--- config.mk ---
export PLATFORM = sky130hd
export DESIGN_NAME = core_mdu_seq
export DESIGN_NICKNAME = d
export VERILOG_FILES = /design/src/rtl/core_mdu_seq.sv
export SDC_FILE = /design/constraint.sdc
export NUM_CORES = 2
export LEC_CHECK = 0
export BUFFER_PORTS_ARGS = -buffer_cell sky130_fd_sc_hd__buf_2
export CAP_MARGIN = 20
export CORE_ASPECT_RATIO = 1.25
export CORE_MARGIN = 3
export CORE_UTILIZATION = 64
export CTS_BUF_LIST = sky130_fd_sc_hd__clkbuf_8 sky130_fd_sc_hd__clkbuf_16
export DETAILED_ROUTE_END_ITERATION = 7
export PLACE_DENSITY = 0.82
export SETUP_SLACK_MARGIN = 0.3
export SYNTH_ARGS = -nofsm -noshare
export SYNTH_HDL_FRONTEND = slang
export SYNTH_SLANG_ARGS = --single-unit
--- constraint.sdc ---
create_clock -name clk -period 9.1 [get_ports clk]
set_clock_uncertainty 0.1 [all_clocks]
set_input_delay 2.275 -clock clk [delete_from_list [all_inputs] [get_ports clk]]
set_output_delay 2.275 -clock clk [all_outputs]
set_load 0.03 [all_outputs]
--- src/rtl/core_mdu_seq.sv ---
// rtl/core_mdu_seq.sv - iterative RV64M multiply/divide sequencer for the EX stage
// Shift-add multiplier and restoring divider behind one IDLE/CALC/DONE FSM; *W forms run WLEN iterations.
module core_mdu_seq #(
   parameter int XLEN = 64,
   parameter int WLEN = 32
) (
   input  logic            clk,
   input  logic            rst,
   input  logic            valid_i,
   input  logic [2:0]      funct3_i,
   input  logic            w_op_i,
   input  logic [XLEN-1:0] oprd1_i,
   input  logic [XLEN-1:0] oprd2_i,
   input  logic            flush_i,
   output logic            stall_o,
   output logic            done_o,
   output logic [XLEN-1:0] result_o
);
   localparam int CW = $clog2(XLEN + 1);
   localparam int RW = XLEN + 1;
   localparam logic [XLEN-1:0] MIN_X = {1'b1, {(XLEN-1){1'b0}}};
   localparam logic [XLEN-1:0] MIN_W = {{(XLEN-WLEN+1){1'b1}}, {(WLEN-1){1'b0}}};

   typedef enum logic [1:0] {S_IDLE = 2'd0, S_CALC = 2'd1, S_DONE = 2'd2} state_t;

   state_t              r_state;
   logic [CW-1:0]       r_cnt;
   logic [2:0]          r_f3;
   logic                r_w;
   logic                r_neg;
   logic                r_rneg;
   logic [XLEN-1:0]     r_opa;
   logic [XLEN-1:0]     r_opb;
   logic [2*XLEN-1:0]   r_prod;
   logic [XLEN-1:0]     r_quot;
   logic [XLEN:0]       r_rem;
   logic [XLEN-1:0]     r_result;

   logic                w_s1;
   logic                w_s2;
   logic [XLEN-1:0]     w_a;
   logic [XLEN-1:0]     w_b;
   logic                w_a_neg;
   logic                w_b_neg;
   logic [XLEN-1:0]     w_a_mag;
   logic [XLEN-1:0]     w_b_mag;
   logic                w_div_zero;
   logic                w_ovf;
   logic                w_special;
   logic [XLEN-1:0]     w_spec_raw;
   logic [XLEN-1:0]     w_spec_val;

   // MUL/MULH/MULHSU treat rs1 as signed; only MUL/MULH treat rs2 as signed; DIV/REM both, DIVU/REMU neither.
   assign w_s1 = funct3_i[2] ? ~funct3_i[0] : (funct3_i[1:0] != 2'b11);
   assign w_s2 = funct3_i[2] ? ~funct3_i[0] : ~funct3_i[1];

   assign w_a = w_op_i ? {{(XLEN-WLEN){w_s1 & oprd1_i[WLEN-1]}}, oprd1_i[WLEN-1:0]} : oprd1_i;
   assign w_b = w_op_i ? {{(XLEN-WLEN){w_s2 & oprd2_i[WLEN-1]}}, oprd2_i[WLEN-1:0]} : oprd2_i;

   assign w_a_neg = w_s1 & w_a[XLEN-1];
   assign w_b_neg = w_s2 & w_b[XLEN-1];
   assign w_a_mag = w_a_neg ? -w_a : w_a;
   assign w_b_mag = w_b_neg ? -w_b : w_b;

   assign w_div_zero = (w_b == '0);
   assign w_ovf      = ~funct3_i[0] & (w_a == (w_op_i ? MIN_W : MIN_X)) & (&w_b);
   assign w_special  = funct3_i[2] & (w_div_zero | w_ovf);
   assign w_spec_raw = funct3_i[1] ? (w_div_zero ? w_a : '0) : (w_div_zero ? '1 : w_a);
   assign w_spec_val = w_op_i ? {{(XLEN-WLEN){w_spec_raw[WLEN-1]}}, w_spec_raw[WLEN-1:0]} : w_spec_raw;

   logic [XLEN:0]       w_sum;
   logic [2*XLEN-1:0]   w_prod_nx;
   logic [XLEN+1:0]     w_shift;
   logic                w_ge;
   logic [XLEN:0]       w_rem_nx;
   logic [XLEN-1:0]     w_quot_nx;

   assign w_sum     = {1'b0, r_prod[2*XLEN-1:XLEN]} + {1'b0, (r_prod[0] ? r_opa : {XLEN{1'b0}})};
   assign w_prod_nx = {w_sum, r_prod[XLEN-1:1]};
   assign w_shift   = {r_rem, r_quot[XLEN-1]};
   assign w_ge      = (w_shift >= {2'b00, r_opb});
   assign w_rem_nx  = w_ge ? RW'(w_shift - {2'b00, r_opb}) : RW'(w_shift);
   assign w_quot_nx = {r_quot[XLEN-2:0], w_ge};

   logic [2*XLEN-1:0]   w_pfull;
   logic [2*XLEN-1:0]   w_pfix;
   logic [XLEN-1:0]     w_qfix;
   logic [XLEN-1:0]     w_rfix;
   logic [XLEN-1:0]     w_raw;
   logic [XLEN-1:0]     w_final;

   // After WLEN iterations the *W product sits XLEN-WLEN bits above the LSB of the product register.
   assign w_pfull = r_w ? {{(XLEN-WLEN){1'b0}}, w_prod_nx[2*XLEN-1:XLEN-WLEN]} : w_prod_nx;
   assign w_pfix  = r_neg ? -w_pfull : w_pfull;
   assign w_qfix  = r_neg ? -w_quot_nx : w_quot_nx;
   assign w_rfix  = r_rneg ? -XLEN'(w_rem_nx) : XLEN'(w_rem_nx);

   always_comb begin
      w_raw = w_rfix;
      case (r_f3)
         3'b000:                 w_raw = w_pfix[XLEN-1:0];
         3'b001, 3'b010, 3'b011: w_raw = w_pfix[2*XLEN-1:XLEN];
         3'b100, 3'b101:         w_raw = w_qfix;
         default:                w_raw = w_rfix;
      endcase
   end

   assign w_final = r_w ? {{(XLEN-WLEN){w_raw[WLEN-1]}}, w_raw[WLEN-1:0]} : w_raw;

   always_ff @(posedge clk) begin
      if (rst) begin
         r_state  <= S_IDLE;
         r_cnt    <= '0;
         r_f3     <= '0;
         r_w      <= 1'b0;
         r_neg    <= 1'b0;
         r_rneg   <= 1'b0;
         r_opa    <= '0;
         r_opb    <= '0;
         r_prod   <= '0;
         r_quot   <= '0;
         r_rem    <= '0;
         r_result <= '0;
      end else if (flush_i) begin
         r_state <= S_IDLE;
         r_cnt   <= '0;
      end else begin
         case (r_state)
            S_IDLE: begin
               if (valid_i) begin
                  r_f3   <= funct3_i;
                  r_w    <= w_op_i;
                  r_neg  <= w_a_neg ^ w_b_neg;
                  r_rneg <= w_a_neg;
                  r_opa  <= w_a_mag;
                  r_opb  <= w_b_mag;
                  r_prod <= {{XLEN{1'b0}}, w_b_mag};
                  // Left-align a *W dividend so the divider always consumes from the top bit.
                  r_quot <= w_op_i ? (w_a_mag << (XLEN - WLEN)) : w_a_mag;
                  r_rem  <= '0;
                  r_cnt  <= w_op_i ? CW'(WLEN) : CW'(XLEN);
                  if (w_special) begin
                     r_result <= w_spec_val;
                     r_state  <= S_DONE;
                  end else begin
                     r_state <= S_CALC;
                  end
               end
            end
            S_CALC: begin
               r_cnt <= r_cnt - CW'(1);
               if (r_f3[2]) begin
                  r_rem  <= w_rem_nx;
                  r_quot <= w_quot_nx;
               end else begin
                  r_prod <= w_prod_nx;
               end
               if (r_cnt == CW'(1)) begin
                  r_result <= w_final;
                  r_state  <= S_DONE;
               end
            end
            S_DONE:  r_state <= S_IDLE;
            default: r_state <= S_IDLE;
         endcase
      end
   end

   assign stall_o  = ((r_state == S_IDLE) & valid_i & ~flush_i) | (r_state == S_CALC);
   assign done_o   = (r_state == S_DONE);
   assign result_o = r_result;

endmodule

==> impl_metrics.py, run 1 <==
metrics = {
    "yosys": {
        "synth_seq_area_share_pct": 20.9,
        "synth_top_area_share_pct": 20.9,
        "synthTopCellsByArea": "dfxtp_1 (21%), nor2_1 (8.2%), a21oi_1 (7.2%)",
        "syn-cell-area_um2": 44500,
        "syn_inst": 6521,
        "ys.warnings.count": 0,
        "synth_seq_cells": 464,
        "synth.distinct_cells": 110,
        "avgSynthCellArea_um2": 6.83,
        "ys.flop_type": "dfxtp_1",
        "yosysMostFrequentCell": "nor2_1",
        "synthArstFlopShare_pct": 0,
        "yosys-top-cells-count": "nor2_1 (968), nand2_1 (669), a21oi_1 (644)",
        "synthesis.nets": 6795,
        "synth_top_cell_by_area": "dfxtp_1",
        "synth-edff-count": 0,
    },
    "global_routing": {
        "gr-total-overflow": 8,
        "grt_pass1_wl_um": 370000,
        "grt_usage_pct": 67.4,
        "grt_pass1_vias": 55425,
        "grt_max_degree": 187,
    },
    "floorplanning": {
        "initial_core_util_pct": 64.9,
        "die_h_um": 301,
        "ios": 202,
        "num_rows": 107,
        "fp.dieW_um": 242,
    },
    "clocking": {
        "clock-sinks": 464,
        "cts_made_buffers": 50,
        "cts_setup_buffers": 0,
        "clockRootBuffer": "clkbuf_16",
        "ctsLongestPathBuffers": 3,
        "post_cts_resized": 0,
        "h-tree-depth": 2,
        "holdBufCountCts": 0,
    },
    "placed_design": {
        "place_area_um2": 45700,
        "place_inst": 7250,
        "dpl.hpwl_um": 179000,
        "portBuffers": 201,
        "gp_congestion": 1.29,
    },
    "status": {
        "status": "aborted with a tool error",
        "stop_error": "[ERROR GRT-0116] Global routing finished with congestion. Check the congestion regions in the DRC Viewer.",
        "stop_stage": "5_1_grt",
    },
}
[routing by layer]
| layer | GRT usage (%) | overflow |
|---|---|---|
| met1 | 67.0 | 0 |
| met3 | 40.7 | 0 |
| met5 | 8.49 | 0 |
| met4 | 74.8 | 4 |
| met2 | 90.8 | 4 |
[kinds of logic after synthesis]
family | Yosys count | synth area share, %
AO/OA/AOI/OAI | 2122 | 31.2
adder cells (fa/ha/maj) | 176 | 4.77
XOR/XNOR | 392 | 7.71
AND/OR/NAND/NOR | 2623 | 27.3
flip-flops | 464 | 20.9
buffers and inverters | 626 | 5.38
multiplexers | 118 | 2.71
[stage by stage]
stage | util [%] | setup slack (ps)
CTS | 69.1 | 1920
global placement | 66.6 | 1510
floorplan | - | 1610
detailed placement | 66.6 | 1440
==> run 2: changes to the inputs <==
==> config.mk (replaced) <==
export PLATFORM = sky130hd
export DESIGN_NAME = core_mdu_seq
export DESIGN_NICKNAME = d
export VERILOG_FILES = /design/src/rtl/core_mdu_seq.sv
export SDC_FILE = /design/constraint.sdc
export NUM_CORES = 2
export LEC_CHECK = 0
export BUFFER_PORTS_ARGS = -buffer_cell sky130_fd_sc_hd__buf_2
export CAP_MARGIN = 20
export CORE_MARGIN = 3
export CORE_UTILIZATION = 40
export DETAILED_ROUTE_END_ITERATION = 7
export PLACE_DENSITY_LB_ADDON = 0.15
export SYNTH_ARGS = -nofsm -noshare
export SYNTH_HDL_FRONTEND = slang
export SYNTH_SLANG_ARGS = --single-unit
==> run 2 against run 1 <==
The flow now finishes, with violations (design-rule violations, max-capacitance violations, max-slew violations). Area after synthesis unchanged. Synthesized cell count unchanged.
==> impl_metrics.py, run 2 <==
metrics = {
    "status": {
        "status": "finished with violations",
        "violations": "design-rule violations, max-capacitance violations, max-slew violations",
    },
    "global_routing": {
        "grt_max_degree": 197,
        "grt_usage_pct": 42.7,
        "grt_antenna_before_repair": 19,
        "grt_pass1_vias": 47671,
        "grt_pass1_wl_um": 362000,
        "gr-total-overflow": 0,
    },
    "floorplanning": {
        "fp.dieW_um": 340,
        "die_h_um": 340,
        "initial_core_util_pct": 40.6,
        "fp.dieArea_um2": 115000,
        "num_rows": 121,
        "floorplan.core_area_um2": 110000,
        "ios": 202,
    },
    "yosys": {
        "yosys-top-cells-count": "nor2_1 (968), nand2_1 (669), a21oi_1 (644)",
        "synthesis.nets": 6795,
        "synthTopCellsByArea": "dfxtp_1 (21%), nor2_1 (8.2%), a21oi_1 (7.2%)",
        "ys.flop_type": "dfxtp_1",
        "synthArstFlopShare_pct": 0,
        "synth.distinct_cells": 110,
        "synth_seq_cells": 464,
        "ys.warnings.count": 0,
        "synth_top_cell_by_area": "dfxtp_1",
        "synth_seq_area_share_pct": 20.9,
        "synth_top_area_share_pct": 20.9,
        "yosysMostFrequentCell": "nor2_1",
        "syn_inst": 6521,
        "avgSynthCellArea_um2": 6.83,
        "synth-edff-count": 0,
        "syn-cell-area_um2": 44500,
    },
    "routing": {
        "detail_route.wirelength_um": 260000,
        "routedWlPerCell_um": 32.7,
        "firstDrtPassIters": 8,
        "drc": 1,
        "avgViaCountPerCell": 6.81,
        "vias": 54159,
        "ant_nets": 0,
        "drtIter0Drc": 8779,
    },
    "final_layout": {
        "layoutNonFillerInstCount": 7956,
        "synthToLayoutAreaGrowth_pct": 9.39,
        "layout-drive-gt1-share_pct": 8.91,
        "largestRegisters": "r_prod (128), r_rem (65)",
        "final_common_cell": "nor2_1",
        "layout.nets": 6693,
        "fin_area_um2": 48700,
        "final_cell_mix": "nor2_1 (965), nand2_1 (665), a21oi_1 (643)",
        "top_register": "r_prod",
        "largest_reg_flops": 128,
    },
    "timing": {
        "slew_violations": 11,
        "whs_ps": 358,
        "setup_violations": 0,
        "tns_ps": 0,
        "worst_pin_slew_ps": 1590,
        "slew-limit-headroom_pct": -5.96,
        "timing.fmax_ghz": 0.130,
        "finalCritPeriodShare_pct": 84.7,
        "rsz0062_at_grt": "no",
        "min_period_ps": 7710,
        "setup_ws_ps": 1390,
        "hold_viol": 0,
    },
    "power_and_ir_drop": {
        "p_leak_nw": 18.2,
        "cellPowerDensity_nw_per_um2": 142,
        "peakVddDrop_v": 0.000152,
    },
    "critical_path": {
        "worst_setup_path_start_kind": "register",
        "endpoint_kind": "register",
        "crit_required_ps": 9540,
        "slowest_stage": "a311oi_1",
        "worstPathMaxFanout": 37,
        "path_cells": "buf_4 > and2_1 > ha_1 > nand4_1 > nor4_1 > nand3_1 > a311oi_1 > a2111o_1 > o221ai_1 > or4_1 > o41a_1 > nand4b_1 > nor4_1 > buf_4 > nor3_1 > o31a_1 > a2111oi_0 > a211oi_1",
        "critPathKind": "register to register",
        "cp_slowest_stage_delay_ps": 860,
        "critPathArrivalTime_ps": 8150,
    },
    "placed_design": {
        "dpl.hpwl_um": 207000,
        "place_inst": 7829,
        "portBuffers": 201,
        "dpl_worst_slack_ps": 1530,
        "place_area_um2": 46600,
        "gp_congestion": 1.11,
    },
    "hold_path": {
        "hold_class": "register to register",
    },
    "clocking": {
        "holdBufCountCts": 0,
        "ctsLongestPathBuffers": 3,
        "h-tree-depth": 2,
        "cts_tree": "built",
        "clk_latency_ps": 700,
        "cts_made_buffers": 58,
        "post_cts_resized": 0,
        "clockRootBuffer": "clkbuf_16",
        "clk_pin_slew_ps": 60,
        "cts_setup_buffers": 0,
        "clock-sinks": 464,
    },
    "run": {
        "cap_violations": 1,
    },
}
run 2: cell counts after synthesis:
No cell type changed its count.
run 2: where the power goes:
group | switching [mW] | leakage, nW | internal (mW)
Combinational | 1.56 | 13.4 | 0.587
Sequential | 0.155 | 3.78 | 2.12
Clock | 1.08 | 0.974 | 1.41
run 2: final timing paths:
path,from,to,slack (ps),cells after the start
hold reg to reg,r_opa[43],r_opa[43],360,2
setup reg to reg,r_prod[0],result_o[37],1390,18
hold / removal,r_opa[43],r_opa[43],360,2
setup / recovery,r_prod[0],result_o[37],1390,18
run 2: final cells by class:
type,count,area [um^2]
diodes,12,30.0
clock buffers,76,1670
clock inverters,33,333
fillers,11756,60900
inverters,131,492
multi-input cells,5431,33000
flip-flops and latches,464,9300
well taps,1476,1850
repair buffers,333,2040
run 2: per-stage QoR:
step                total power, mW  util (%)
finish                         6.91      44.4
detailed placement             4.33      42.5
floorplan                      3.45         -
global placement               4.34      42.5
CTS                            6.79      44.3
global route                   7.07      44.4
run 2: worst max-delay path, delay by kind of cell, from the launching register on:
kind	cells	cell delay [ps]
buffers and inverters	2	680
DFF	1	600
AOI/OAI and AO/OA	7	2640
and+or+nand+nor	8	3080
adders and majority gates	1	420
run 2: logic make-up (layout without fill, tap and decap cells):
logic type | Yosys count | after routing | synth area share, %
flip-flops | 464 | 464 | 20.9
buffers and inverters | 626 | 573 | 5.38
multiplexers | 118 | 118 | 2.71
AO/OA/AOI/OAI | 2122 | 2122 | 31.2
XOR/XNOR | 392 | 392 | 7.71
AND/OR/NAND/NOR | 2623 | 2623 | 27.3
adder cells (fa/ha/maj) | 176 | 176 | 4.77
other | 0 | 12 | 0
run 2: metal layers:
layer  vias up  part of all wire, %  GRT usage [%]  wire length (um)
li1      23777                    -              -                 -
met1     26009                   42           60.1            109000
met2      3720                   39           58.9            102000
met3       635                   13           13.0             33800
met4        18                  5.8           19.6             15100
met5         -                 0.11              0               299
Note: power is estimated with default switching activity, not from simulation.
